[config.mk]
export PLATFORM = sky130hd
export DESIGN_NAME = irq_ctrl
export DESIGN_NICKNAME = d
export VERILOG_FILES = /design/src/rtl/irq_ctrl_pkg.sv /design/src/rtl/irq_prio_enc.sv /design/src/rtl/irq_ctrl.sv
export SDC_FILE = /design/constraint.sdc
export NUM_CORES = 1
export LEC_CHECK = 0
export ABC_CLOCK_PERIOD_IN_PS = 1950
export BUFFER_PORTS_ARGS = -buffer_cell sky130_fd_sc_hd__clkbuf_2
export CELL_PAD_IN_SITES_DETAIL_PLACEMENT = 0
export CELL_PAD_IN_SITES_GLOBAL_PLACEMENT = 1
export CORE_MARGIN = 2
export CORE_UTILIZATION = 40
export DETAILED_ROUTE_END_ITERATION = 8
export HOLD_SLACK_MARGIN = 0.12
export PLACE_DENSITY = 0.74
export RECOVER_POWER = 100
export SLEW_MARGIN = 20
export SYNTH_ARGS = -nofsm -noshare
export SYNTH_HDL_FRONTEND = slang
export SYNTH_SLANG_ARGS = --single-unit
[constraint.sdc]
create_clock -name clk -period 1.95 [get_ports clk]
set_clock_uncertainty 0.15 [all_clocks]
set_input_delay 0.195 -clock clk [delete_from_list [all_inputs] [get_ports clk]]
set_output_delay 0.195 -clock clk [all_outputs]
set_load 0.01 [all_outputs]
[src/rtl/irq_ctrl_pkg.sv]
// irq_ctrl shared definitions: register offsets and CAUSE layout.
// Latency: n/a (constants only).
// Backpressure: n/a.
package irq_ctrl_pkg;

   // Register offsets within the 4-entry window
   localparam logic [1:0] REG_PEND  = 2'd0;
   localparam logic [1:0] REG_MASK  = 2'd1;
   localparam logic [1:0] REG_CAUSE = 2'd2;
   localparam logic [1:0] REG_MODE  = 2'd3;

   // CAUSE register layout: {valid, 4'b0, idx[2:0]}
   localparam int CAUSE_VALID_BIT = 7;
   localparam int IDX_W           = 3;
   localparam int DATA_W          = 8;

endpackage

[src/rtl/irq_prio_enc.sv]
// Lowest-index-first priority encoder over NUM_SRC request bits.
// Latency: purely combinational.
// Backpressure: none.
module irq_prio_enc
   import irq_ctrl_pkg::*;
#(
   parameter int NUM_SRC = 8
) (
   input  logic [NUM_SRC-1:0] act_i,
   output logic [IDX_W-1:0]   idx_o,
   output logic               valid_o
);

   // Scan from the top down so the lowest set index is the last to write idx_o
   always_comb begin
      idx_o   = '0;
      valid_o = 1'b0;
      for (int i = NUM_SRC - 1; i >= 0; i--) begin
         if (act_i[i]) begin
            idx_o   = i[IDX_W-1:0];
            valid_o = 1'b1;
         end
      end
   end

endmodule

[src/rtl/irq_ctrl.sv]
// Memory-mapped interrupt controller: edge-latched pending bits, mask, prioritised cause, registered irq.
// Latency: src edge -> pend after 1 clk -> irq after 2 clks; register reads are combinational.
// Backpressure: none; optional level-sensitive sources enabled by IRQ_CTRL_LEVEL_EN.
module irq_ctrl
   import irq_ctrl_pkg::*;
#(
   parameter int NUM_SRC = 8
) (
   input  logic               clk,
   input  logic               rst,
   output logic [7:0]         dbr,
   input  logic [7:0]         dbw,
   input  logic [1:0]         addr,
   input  logic               cs,
   input  logic               we,
   input  logic [NUM_SRC-1:0] src,
   output logic               irq
);

   logic [NUM_SRC-1:0] src_q;
   logic [NUM_SRC-1:0] pend_q, pend_d;
   logic [NUM_SRC-1:0] mask_q, mask_d;
   logic               irq_q;
   logic [NUM_SRC-1:0] act;
   logic [NUM_SRC-1:0] edge_set;
   logic [NUM_SRC-1:0] wdat;
   logic [NUM_SRC-1:0] sw_clr;
   logic [NUM_SRC-1:0] sw_set;
   logic [IDX_W-1:0]   cause_idx;
   logic               cause_vld;
   logic [7:0]         cause_dat;
   logic               wr;
`ifdef IRQ_CTRL_LEVEL_EN
   logic [NUM_SRC-1:0] mode_q, mode_d;
`endif

   assign wr       = cs & we;
   assign wdat     = dbw[NUM_SRC-1:0];
   assign edge_set = src & ~src_q;
   assign act      = pend_q & mask_q;
   assign irq      = irq_q;

   irq_prio_enc #(.NUM_SRC(NUM_SRC)) u_prio (
      .act_i   (act),
      .idx_o   (cause_idx),
      .valid_o (cause_vld)
   );

   assign cause_dat = {cause_vld, 4'b0000, cause_idx};

   // Pending next state: clear first, then software set and hardware edges override the clear
   always_comb begin
      sw_clr = '0;
      sw_set = '0;
      if (wr && addr == REG_PEND)  sw_clr = wdat;
      if (wr && addr == REG_CAUSE) sw_set = wdat;
      pend_d = (pend_q & ~sw_clr) | sw_set | edge_set;
`ifdef IRQ_CTRL_LEVEL_EN
      // Level-mode bits simply track the source; software writes to them are ignored
      pend_d = (pend_d & ~mode_q) | (src & mode_q);
`endif
   end

   // Mask (and mode) are plain read/write registers
   always_comb begin
      mask_d = mask_q;
      if (wr && addr == REG_MASK) mask_d = wdat;
   end

`ifdef IRQ_CTRL_LEVEL_EN
   // Mode register: 1 selects level sensitivity for that source
   always_comb begin
      mode_d = mode_q;
      if (wr && addr == REG_MODE) mode_d = wdat;
   end

   // Mode state register
   always_ff @(posedge clk or negedge rst) begin
      if (!rst) mode_q <= '0;
      else      mode_q <= mode_d;
   end
`endif

   // Core state: source history, pending, mask and the registered irq output
   always_ff @(posedge clk or negedge rst) begin
      if (!rst) begin
         src_q  <= '0;
         pend_q <= '0;
         mask_q <= '0;
         irq_q  <= 1'b0;
      end else begin
         src_q  <= src;
         pend_q <= pend_d;
         mask_q <= mask_d;
         irq_q  <= |act;
      end
   end

   // Read mux: combinational, side-effect free, zero when not selected
   always_comb begin
      dbr = 8'h00;
      if (cs) begin
         case (addr)
            REG_PEND:  dbr = 8'(pend_q);
            REG_MASK:  dbr = 8'(mask_q);
            REG_CAUSE: dbr = cause_dat;
`ifdef IRQ_CTRL_LEVEL_EN
            REG_MODE:  dbr = 8'(mode_q);
`endif
            default:   dbr = 8'h00;
         endcase
      end
   end

endmodule
==> results of run 1 <==
area by class of cell:
| cell class | instances | share of cell area, % |
|---|---|---|
| Tap cell | 33 | 2.57 |
| Clock buffer | 3 | 1.40 |
| Inverter | 1 | 0.234 |
| Timing Repair Buffer | 53 | 22.2 |
| Multi-Input combinational cell | 74 | 34.3 |
| Clock inverter | 1 | 0.312 |
| Sequential cell | 25 | 38.9 |
power by group through the flow:
stage / logic, mW / registers (mW) / clock network (mW)
after global routing: 0.313 / 0.628 / 0.259
after floorplan: 0.184 / 0.618 / 0
after detailed placement: 0.265 / 0.630 / 0
after CTS: 0.302 / 0.618 / 0.247
after global placement: 0.262 / 0.627 / 0
final: 0.281 / 0.620 / 0.234
state kept, by name, indices dropped and copies added, names as in the netlist:
| signal | cells |
|---|---|
| mask_q | 8 |
| pend_q | 8 |
| src_q | 8 |
| irq | 1 |
logic make-up after synthesis:
group                  Yosys count  synth area share, %
AO/OA/AOI/OAI                   17                 12.6
AND/OR/NAND/NOR                 42                 18.3
buffers and inverters            4                 2.26
flip-flops                      25                 51.3
multiplexers                    15                 15.6
layer usage:
layer / wire, um / part of all wire, % / up-vias / global-route usage, %
met2: 1400 / 50 / 22 / 27.6
met3: 130 / 4.6 / 2 / 2.84
li1: - / - / 488 / -
met5: 0 / 0 / - / 0
met1: 1250 / 45 / 479 / 24.9
met4: 21 / 0.75 / 0 / 7.79
synth_stat cells (2+ instances only):
library cell / instances
mux2i_1: 7
dfrtp_1: 25
a221o_1: 8
nor2_1: 5
nor2b_1: 8
nand2_1: 18
mux2_4: 8
nand4_1: 2
final timing paths:
path	start	to	slack, ns	depth (start not counted)
worst max-delay path	pend_q[6]	dbr[7]	-0.17	5
worst min-delay path	rst	irq	0.25	2
worst max register to register	pend_q[6]	irq	0.37	5
worst min register to register	mask_q[1]	mask_q[1]	0.38	1
max in group asynchronous	rst	mask_q[1]	1.00	2
min in group clk	we	pend_q[7]	0.30	5
cell usage in the layout (no fill, tap or decap), types with 2 or more instances in the layout:
master,instances
a221o_1,8
buf_4,4
clkbuf_1,8
clkbuf_2,22
clkbuf_4,3
dfrtp_1,25
dlygate4sd3_1,17
mux2_1,7
mux2i_1,7
nand2_1,17
nand2_2,2
nand4_1,2
nor2_1,5
nor2b_1,8
nor3_1,2
through the flow:
| stage | power [mW] | hold slack, ns | setup TNS, ns |
|---|---|---|---|
| final | 1.14 | 0.247 | -0.308 |
| after global routing | 1.20 | 0.321 | -0.566 |
| after detailed placement | 0.895 | 0.103 | 0 |
| after floorplan | 0.802 | -0.251 | 0 |
| after global placement | 0.890 | 0.0911 | 0 |
| after CTS | 1.17 | 0.192 | -0.229 |
worst max-delay path, stage by stage (launching register included):
cell and delay [ns]:
dfrtp_1 0.44, a22o_1 0.26, and3b_1 0.24, nand4_1 0.13, a41o_1 0.26, clkbuf_2 0.12
what timing repair did:
item | in CTS | in global routing
hold endpoints to repair | 49 | 0
buffers inserted | 2 | 2
hold buffers | 17 | 0
pin swaps | 3 | 5
gates resized for setup | 2 | 5
cloned | 0 | 0
endpoints found under the setup margin | 3 | 4
==> flow_summary.toml, run 1 <==
[timing]
slew_headroom_pct = 32.2
min_period_ns = 2.12
hold_viol = 0
fmax_mhz = 472
slew_viol_final = 0
worstMarginPinSlew_ns = 1.01
period_share_pct = 109
rsz0062_at_grt = "yes"
setup_viol = 3
setup_ws_ns = -0.171

[worst_setup_path]
critPathMaxFanout = 4
crit_type = "reg -> out"
endpoint_kind = "output port"
arrival_ns = 1.78
cp.required_ns = 1.60
startpoint_type = "flop"

[yosys]
syn_nets = 125
yosys.area.top_type = "dfrtp_1"
yosysWarnings = 0
syn_inst = 103
syn_avg_cell_area_um2 = 11.8
synth-edff-count = 0
synth.yosys.seq_area_share_pct = 51.3
synth_area_um2 = 1220
yosys_register_bits = 25
postSynth.topFlopCell = "dfrtp_1"
synthTopCellsByArea = "dfrtp_1 51%, mux2_4 9.8%, a221o_1 6.6%"
ys_types = 30
synthArstFlopShare_pct = 100
yosys.area.top_type_share_pct = 51.3

[die]
coreArea_um2 = 2980
die_height_um = 59.2
dieArea_um2 = 3510
start_util_pct = 41.0
rows = 20
boundaryPins = 31
fp.dieW_um = 59.2

[finish]
areaGrowthSynthToFinish_pct = 31.7
utilization_pct = 53.9
fin_area_um2 = 1610
seqCellArea_um2 = 626
final_layout_size_suffix_gt1_share_pct = 24.8
antennaDiodeCount = 0
fillerInstances = 278
layoutNonFillerInstCount = 190
multi_input_area_um2 = 552
nNetsFinal = 180

[clocking]
cts.clk_slew.worst_paths_ns = 0.14
cts_tree = "done"
insertion_delay_ns = 0.32
clock-root-buffer = "clkbuf_4"
ctsLongestPathBuffers = 2
htree_levels = 1
cts_buffers = 3
clock-sinks = 25

[flow_run]
cap_violations = 0

[global_route]
grt_pass1_vias = 1008
antenna_found_initial = 0
groute.usage.overall_pct = 17.9
grt_max_degree = 26
overflow = 0
grt_pass1_wl_um = 4730

[detailed_routing]
avgViaCountPerCell = 5.22
drcViolationCount = 0
wire_per_inst_um = 14.7
finalWirelength_um = 2800
final_antenna_net_count = 0
drtPass1Iterations = 4
drt_iter0_drc = 50
num_vias = 991

[run_status]
violations = "setup timing"
outcome = "finished, violations left"

[place]
placed_cell_area_um2 = 1400
port-buffer-count = 30
dp.final_hpwl_um = 1880
gp_congestion = 0.774
dp_slack_ns = 0.232
dp.cells = 165

[power_and_ir_drop]
power.share.clock_pct = 20.6
pwr-share-comb_pct = 24.8
power.share.switching_pct = 29.8
seq_power_share_pct = 54.6
internal_power_mw = 0.797
p_leak_nw = 0.714
vdd_drop_max_uv = 392
power_density_nw_per_um2 = 707
net-switching-power_mw = 0.339

[hold_path]
holdCritPathClass = "in -> async"
(Power assumes the default switching activity.)
==> run 2: changes to the inputs <==
--- a/config.mk
+++ b/config.mk
@@ -9,6 +9,7 @@
 export BUFFER_PORTS_ARGS = -buffer_cell sky130_fd_sc_hd__clkbuf_2
 export CELL_PAD_IN_SITES_DETAIL_PLACEMENT = 0
 export CELL_PAD_IN_SITES_GLOBAL_PLACEMENT = 1
+export CORE_ASPECT_RATIO = 1.4
 export CORE_MARGIN = 2
 export CORE_UTILIZATION = 40
 export DETAILED_ROUTE_END_ITERATION = 8
==> constraint.sdc (replaced) <==
create_clock -name clk -period 1.95 [get_ports clk]
set_clock_uncertainty 0.15 [all_clocks]
set_input_delay 0.195 -clock clk [delete_from_list [all_inputs] [get_ports clk]]
set_output_delay 0.195 -clock clk [all_outputs]
set_load 0.005 [all_outputs]
==> run 2 against run 1 <==
The run still ends with setup timing left. Sequential share of layout area shrank 1.1 points. Critical path depth stayed put. Via count rose by 4.1%. Cell count rose by 3.7%. First-iteration DRC count decreased by 54%. Non-clock buffer count is 3 higher. Combinational power barely moved. Power rose by 6.3%. Critical path type unchanged.
==> flow_summary.toml, run 2 (synthesis gave the netlist of run 1 again) <==
[global_route]
grt_pass1_vias = 987
grt_pass1_wl_um = 4450
groute.usage.overall_pct = 16.5
overflow = 0
grt_max_degree = 26
antenna_found_initial = 0

[worst_setup_path]
startpoint_type = "flop"
cp.required_ns = 1.60
crit_type = "reg -> out"
endpoint_kind = "output port"
arrival_ns = 1.63
cp_top_family = "compound AO/OA/AOI/OAI gates"
cp_cell_sequence = "a22o_1 -> and3b_1 -> nand4_1 -> a41o_1 -> clkbuf_2"
critPathBufInv = 1
critPathMaxFanout = 3
crit_path_max_incr_delay_ns = 0.40
cp_slowest_cell = "dfrtp_1"
reg2reg_slack_ns = 0.20

[timing]
period_share_pct = 101
worstMarginPinSlew_ns = 0.646
hold_viol = 0
slew_viol_final = 0
min_period_ns = 1.97
fmax_mhz = 507
rsz0062_at_grt = "yes"
setup_ws_ns = -0.0224
setup_viol = 2
slew_headroom_pct = 56.7

[power_and_ir_drop]
vdd_drop_max_uv = 455
net-switching-power_mw = 0.336
power.share.switching_pct = 27.8
internal_power_mw = 0.871
power_density_nw_per_um2 = 731
power_mw = 1.21
pwr-share-comb_pct = 23.5
seq_power_share_pct = 51.4
power.share.clock_pct = 25.1
p_leak_nw = 0.752

[clocking]
ctsLongestPathBuffers = 2
cts_tree = "done"
clock-sinks = 25
htree_levels = 1
cts_buffers = 3
clock-root-buffer = "clkbuf_8"
cts.clk_slew.worst_paths_ns = 0.09
insertion_delay_ns = 0.26

[detailed_routing]
wire_per_inst_um = 13.5
drtPass1Iterations = 4
drcViolationCount = 0
finalWirelength_um = 2670
num_vias = 1032
avgViaCountPerCell = 5.24
drt_iter0_drc = 23
final_antenna_net_count = 0

[place]
port-buffer-count = 30
dp.final_hpwl_um = 1880
gp_congestion = 0.890
dp_slack_ns = 0.243

[finish]
mostFrequentLayoutCell = "clkbuf_2"
final_layout_size_suffix_gt1_share_pct = 28.7
largestRegisters = "mask_q: 8 flops, pend_q: 8 flops, src_q: 8 flops"
fillerInstances = 297
seqCellArea_um2 = 626
antennaDiodeCount = 0
nNetsFinal = 183
utilization_pct = 57.4
areaGrowthSynthToFinish_pct = 35.4
final_cell_mix = "26 x clkbuf_2, 25 x dfrtp_1, 18 x nand2_1, 17 x dlygate4sd3_1"
multi_input_area_um2 = 548

[die]
start_util_pct = 42.4
dieArea_um2 = 3510
boundaryPins = 31
die_height_um = 69.3
rows = 23
coreArea_um2 = 2880
fp.dieW_um = 50.7

[run_status]
violations = "setup timing"
outcome = "finished, violations left"

[hold_path]
holdCritPathClass = "in -> reg"

[flow_run]
cap_violations = 0
## run 2: timing repair
item,in CTS,in global routing
endpoints found under the hold margin,49,0
pin swaps,3,1
setup buffers,6,2
endpoints found under the setup margin,2,3
hold buffers,17,0
gates resized for setup,3,2
## run 2: power by group through the flow
stage          combinational [mW]  sequential, mW  clock [mW]
3_3_place_gp                0.255           0.628           0
6_report                    0.284           0.620       0.303
4_1_cts                     0.307           0.622       0.320
3_5_place_dp                0.257           0.633           0
2_1_floorplan               0.177           0.618           0
5_1_grt                     0.316           0.629       0.340
## run 2: per-stage QoR
step           TNS, ns  hold WS (ns)  instances  cell area [um^2]
6_report       -0.0280         0.296        197              1650
4_1_cts        -0.0501         0.261        196              1680
2_1_floorplan        0        -0.251        103              1220
5_1_grt         -0.272         0.312        197              1650
3_3_place_gp         0        0.0923        169              1410
3_5_place_dp         0         0.104        169              1410
## run 2: cell type report
| type | instances | share of cell area (%) |
|---|---|---|
| Sequential cell | 25 | 37.9 |
| Timing Repair Buffer | 56 | 23.1 |
| Multi-Input combinational cell | 74 | 33.2 |
| Inverter | 1 | 0.227 |
| Clock inverter | 1 | 0.303 |
| Tap cell | 37 | 2.80 |
| Clock buffer | 3 | 2.50 |
## run 2: metal layers
metal	global-route usage [%]	part of all wire, %	vias to the layer above
li1	-	-	496
met1	22.2	45	515
met2	26.6	51	19
met3	2.59	3.1	2
met4	6.31	0.94	0
met5	0	0	-
## run 2: final timing paths
path	from	end	depth (start not counted)
setup / recovery	pend_q[6]	dbr[7]	5
hold / removal	we	pend_q[7]	5
setup reg to reg	pend_q[6]	irq	7
hold reg to reg	mask_q[1]	mask_q[1]	1
max in group asynchronous	rst	src_q[1]	2
min in group asynchronous	rst	pend_q[1]	2
## run 2: worst reg2reg max path: stages (launching register included)
cell,delay [ns]
dfrtp_1,0.40
a22o_1,0.25
and3b_1,0.23
nand4_1,0.12
buf_4,0.15
buf_4,0.12
buf_4,0.12
buf_4,0.11
